==> src/rtl/register_file_ab.sv <==
`default_nettype none
// ============================================================================
// Module   : register_file_ab
// Purpose  : 32 x 32-bit integer register file with two combinational read
//            ports and write-to-read forwarding. Register 0 always reads zero.
//            The single write port has a two-cycle double-word sequencer that
//            writes an even/odd register pair for load-double writeback.
// Ports    : Clk            - rising-edge clock
//            Reset          - synchronous, active-high reset
//            Register_A_Sel - port A read address
//            Register_B_Sel - port B read address
//            Write_Sel      - destination register of a write request
//            Write_Data     - write data (second word on the following cycle)
//            RF_Load        - write request strobe
//            RF_Double      - marks RF_Load as a double-word write
//            Port_A/Port_B  - read data
//            RF_Busy        - second word of a double write is pending
//            RF_Misaligned  - last accepted double request had odd Write_Sel
// Revision : 1.0 - initial release
// ============================================================================
module register_file_ab #(
    parameter int DATA_W   = 32,
    parameter int NUM_REGS = 32
) (
    input  logic              Clk,
    input  logic              Reset,
    input  logic [4:0]        Register_A_Sel,
    input  logic [4:0]        Register_B_Sel,
    input  logic [4:0]        Write_Sel,
    input  logic [DATA_W-1:0] Write_Data,
    input  logic              RF_Load,
    input  logic              RF_Double,
    output logic [DATA_W-1:0] Port_A,
    output logic [DATA_W-1:0] Port_B,
    output logic              RF_Busy,
    output logic              RF_Misaligned
);

    localparam int         c_ADDR_W    = 5;
    localparam logic [0:0] c_ST_IDLE   = 1'b0;
    localparam logic [0:0] c_ST_SECOND = 1'b1;

    logic [0:0]          r_state;
    logic [0:0]          w_state_next;
    logic [c_ADDR_W-1:0] r_second_addr;   // odd register of the pending pair
    logic                r_misaligned;

    // Register 0 has no storage; index range starts at 1.
    logic [DATA_W-1:0]   r_regs [1:NUM_REGS-1];

    // Write that takes effect at the coming edge (also drives forwarding).
    logic                w_we;
    logic [c_ADDR_W-1:0] w_waddr;
    logic                w_dbl_accept;

    // ------------------------------------------------------------------
    // FSM: state register
    // ------------------------------------------------------------------
    always_ff @(posedge Clk) begin
        if (Reset) begin
            r_state <= c_ST_IDLE;
        end else begin
            r_state <= w_state_next;
        end
    end

    // ------------------------------------------------------------------
    // FSM: next-state logic
    // ------------------------------------------------------------------
    always_comb begin
        w_state_next = r_state;
        case (r_state)
            c_ST_IDLE:   if (RF_Load && RF_Double) w_state_next = c_ST_SECOND;
            c_ST_SECOND: w_state_next = c_ST_IDLE;
            default:     w_state_next = c_ST_IDLE;
        endcase
    end

    // ------------------------------------------------------------------
    // FSM: outputs / write-port control
    // In SECOND the request inputs are ignored entirely: the pending odd
    // word always wins and any new request is dropped.
    // ------------------------------------------------------------------
    always_comb begin
        w_we         = 1'b0;
        w_waddr      = '0;
        w_dbl_accept = 1'b0;
        RF_Busy      = 1'b0;
        case (r_state)
            c_ST_IDLE: begin
                w_we         = RF_Load;
                w_dbl_accept = RF_Load & RF_Double;
                w_waddr      = RF_Double ? {Write_Sel[4:1], 1'b0} : Write_Sel;
            end
            c_ST_SECOND: begin
                RF_Busy = 1'b1;
                w_we    = 1'b1;
                w_waddr = r_second_addr;
            end
            default: ;
        endcase
        // Reset wins over any write, so nothing is forwarded either.
        if (Reset) begin
            w_we = 1'b0;
        end
    end

    // ------------------------------------------------------------------
    // Pair address latch and misalignment flag
    // ------------------------------------------------------------------
    always_ff @(posedge Clk) begin
        if (Reset) begin
            r_second_addr <= '0;
            r_misaligned  <= 1'b0;
        end else if (w_dbl_accept) begin
            r_second_addr <= {Write_Sel[4:1], 1'b1};
            r_misaligned  <= Write_Sel[0];
        end
    end

    assign RF_Misaligned = r_misaligned;

    // ------------------------------------------------------------------
    // Register storage; writes to address 0 are discarded.
    // ------------------------------------------------------------------
    always_ff @(posedge Clk) begin
        if (Reset) begin
            for (int i = 1; i < NUM_REGS; i++) begin
                r_regs[i] <= '0;
            end
        end else if (w_we && (w_waddr != '0)) begin
            r_regs[w_waddr] <= Write_Data;
        end
    end

    // ------------------------------------------------------------------
    // Read ports with same-cycle forwarding
    // ------------------------------------------------------------------
    always_comb begin
        Port_A = '0;
        if (Register_A_Sel != '0) begin
            if (w_we && (w_waddr == Register_A_Sel)) begin
                Port_A = Write_Data;
            end else begin
                Port_A = r_regs[Register_A_Sel];
            end
        end
    end

    always_comb begin
        Port_B = '0;
        if (Register_B_Sel != '0) begin
            if (w_we && (w_waddr == Register_B_Sel)) begin
                Port_B = Write_Data;
            end else begin
                Port_B = r_regs[Register_B_Sel];
            end
        end
    end

endmodule
`default_nettype wire

==> config.mk <==
export PLATFORM = sky130hd
export DESIGN_NAME = register_file_ab
export DESIGN_NICKNAME = d
export VERILOG_FILES = /design/src/rtl/register_file_ab.sv
export SDC_FILE = /design/constraint.sdc
export NUM_CORES = 2
export LEC_CHECK = 0
export ABC_AREA = 1
export CAP_MARGIN = 30
export CORE_ASPECT_RATIO = 0.5
export CORE_MARGIN = 2
export CORE_UTILIZATION = 42
export DETAILED_ROUTE_END_ITERATION = 16
export HOLD_SLACK_MARGIN = 0.02
export PLACE_DENSITY = 0.56
export SKIP_CTS_REPAIR_TIMING = 1
export SYNTH_ARGS = -nofsm -noshare
export SYNTH_HDL_FRONTEND = slang
export SYNTH_SLANG_ARGS = --single-unit
==> constraint.sdc <==
create_clock -name Clk -period 4 [get_ports Clk]
set_clock_uncertainty 0.1 [all_clocks]
set_input_delay 0.4 -clock Clk [delete_from_list [all_inputs] [get_ports Clk]]
set_output_delay 0.4 -clock Clk [all_outputs]
set_load 0.02 [all_outputs]
==> run summary <==
Status -> finished, final reports clean
Critical path startpoint category -> register
Worst vdd ir -> 0.332 mV
Final core utilization -> 47.7%
Hold Path Origin -> Write_Data[27]
Total negative slack -> 0 ns
Reg-to-reg endpoint -> r_regs[11][28]
Mapped Avg Cell Area -> 7.72 um^2
Worst hold path type -> in -> reg
Final setup fails -> 0
Number of inserted diodes -> 0
Area added between synthesis and finish -> 12.7%
Clock sinks -> 1031
Seq pwr share -> 46.5%
Pint -> 18800 uW
Clk pwr share -> 36.6%
Die W -> 546 um
Sw Share -> 29.5%
Routability Congestion -> 0.929
R2R cell count -> 11
Antenna violations before repair -> 4
Slew Viols, Final -> 0
Fin cells -> 9967
Cell Rows -> 99
Logic pwr share -> 16.9%
Post-Route WL -> 246000 um
DP Wirelength -> 152000 um
CTS tree -> built
Hold path depth -> 1
Netlist cell types -> 30
Measured slew at the worst slew-check pin -> 0.907 ns
Share of cells above drive strength 1 -> 14.0%
CTS Buffer Depth -> 3
PortBufs -> 116
Post-synthesis register bit count -> 1031
Die Area -> 150000 um^2
Most used cell, CP -> nand2_1
Area of the mapped netlist -> 61700 um^2
Cell count after placement -> 9779
Most common flop cell mapped by yosys -> edfxtp_1
Yosys warns -> 0
Final worst slack -> 0.224 ns
WS Path Type -> reg -> out
Max_cap viols -> 0
EDFF count, synth -> 1024
Via Count -> 56100
Grt total ovfl -> 0
Switching power -> 7890 uW
Req. time, crit path -> 3.50 ns
Power Total -> 26700 uW
RSZ-0062 raised after global routing -> no
Crit end category -> output pin
R2r setup slk -> 1.19 ns
Cells after synthesis -> 7988
Fraction of registers with async set/reset -> 0%
DRC errors left -> 0
Top cells by count, synth -> 2320 x nand2_1, 1260 x nand3_1, 1024 x edfxtp_1
Cell Pwr Density -> 385 nW/um^2
Yosys top cell by area -> edfxtp_1
CP Cell Sequence -> clkinv_4 -> nand2_2 -> nand2_2 -> inv_2 -> nand2_1 -> nand3_1 -> nor2_2 -> nand2_1 -> buf_12 -> nand2_1 -> nor2_1 -> nor2_1 -> clkdlybuf4s50_1
Area share of the leading cell type in the synthesized netlist -> 49.9%
Worst Path Max Fanout -> 32
Via density -> 5.63
IO Count -> 117
Vias in the first global route -> 51000
WL per Instance -> 24.7 um
Top cells by area, synth -> edfxtp_1 50%, nand2_1 14%, nand3_1 10%
Total track usage -> 32.1%
Worst-Skew Late Latency -> 0.72 ns
CTS H-tree depth -> 3
Routed Antenna Nets -> 0
Worst EP arrival -> 3.28 ns
Tmin final -> 3.78 ns
Max Fclk -> 265 MHz
Core area -> 146000 um^2
Clock transition at the registers of the reported paths -> 0.06 ns
Root Buffer -> clkbuf_16
Slew headroom -> 39.6%
Tcrit/Tclk final -> 94.4%
Crit Reg-Reg Startpoint -> r_state
DRT iter0 DRCs -> 8070
Pre-CTS setup slack -> 0.411 ns
Register area share after synthesis -> 50.1%
First-pass DRT Iterations -> 6
Final Hold Viols -> 0
Post-layout nets -> 7967
First-pass GRT wire length -> 355000 um
Pleak -> 0.0310 uW
Worst Hold Path EP -> r_regs[0][27]
Max incr delay on CP -> 0.67 ns
Chip height -> 275 um
Initial Util -> 42.3%
CP max-delay cell -> clkdlybuf4s50_1
Largest net degree at the start of global routing -> 101
TritonCTS Buffers -> 104
Count leader, synth -> nand2_1
-- state kept, by name, summed over array words and instances, names as in the netlist --
| signal | flops |
|---|---|
| r_state | 1 |
| r_second_addr | 5 |
| RF_Misaligned | 1 |
| r_regs | 1024 |
-- logic make-up (layout without fill, tap and decap cells) --
family,count (synthesis),after routing,synth area share [%]
AOI/OAI and AO/OA,497,497,4.82
xor gates and xnor gates,2,2,0.0284
buffers and inverters,1533,1512,9.94
DFF,1031,1031,50.1
other,1,32,0.00608
and+or+nand+nor,4924,4924,35.1
-- placed cells by master (no fill, tap or decap), types with 3 or more instances in the layout --
cell             Yosys  final
or2_2              144    144
inv_6                0      4
nand2_2              4     37
a21oi_1            164    164
nor2_1             760    754
nor2_2             411    415
nand2_1           2320   2287
clkinv_1             2     35
buf_12               0     90
bufinv_16            0      6
o21ai_0            140    140
a211oi_1            28     28
clkinv_4             1      3
clkdlybuf4s50_1      0    106
inv_1              876    852
buf_4                0    234
nand2_4             18     18
clkbuf_1           551     26
inv_2                8     20
nand3_1           1260   1260
clkbuf_16            0    107
clkinv_2             0     16
edfxtp_1          1024   1024
o211ai_1           163    163
dfxtp_1              7      6
inv_8                0      4
buf_8                0      4
conb_1               1     32
-- worst max path at each step --
stage	start	end	depth (start not counted)
2_1_floorplan	r_state	r_regs[10][0]	10
3_3_place_gp	Register_B_Sel[2]	Port_B[19]	12
3_5_place_dp	Register_B_Sel[2]	Port_B[19]	12
4_1_cts	r_state	Port_B[18]	15
5_1_grt	r_state	Port_B[19]	15
6_report	r_state	Port_B[11]	13
-- stage by stage --
stage | instance area [um^2] | hold WS [ns]
floorplan | 61800 | 0.340
global placement | 66300 | 0.365
detailed placement | 66300 | 0.372
CTS | 69500 | 0.133
global route | 69500 | 0.151
finish | 69500 | 0.161
-- layer usage --
| metal | global-route usage, % | vias to the layer above | routed length [um] | share of wire (%) |
|---|---|---|---|---|
| met5 | 0 | - | 13 | 0.0053 |
| met4 | 9.06 | 2 | 6540 | 2.7 |
| met3 | 7.76 | 414 | 29700 | 12 |
| met2 | 46.9 | 3261 | 104000 | 42 |
| met1 | 47.1 | 26900 | 106000 | 43 |
| li1 | - | 25400 | - | - |
-- power by group through the flow --
stage | Clock (uW) | Sequential (uW) | Combinational (uW)
finish | 9790 | 12400 | 4510
global route | 10300 | 12500 | 4790
CTS | 9810 | 12400 | 4400
detailed placement | 0 | 12700 | 4380
global placement | 0 | 12700 | 4380
floorplan | 0 | 12600 | 2440
-- worst max-delay path: cells and delay by family, from the launching register on --
| family | cells | cell delay (ns) |
|---|---|---|
| buf+inv | 4 | 1.03 |
| simple gates | 9 | 1.11 |
| flops | 1 | 0.38 |
-- layout make-up --
| type | count | area (um^2) |
|---|---|---|
| multi-input combinational | 5455 | 24900 |
| inverter | 887 | 3370 |
| tap | 1969 | 2460 |
| sequential | 1031 | 30900 |
| clock buffer | 133 | 2780 |
| clock inverter | 55 | 415 |
| timing repair buffer | 437 | 4700 |
| fill | 14300 | 76300 |
Power figures use the tool's default switching activity.
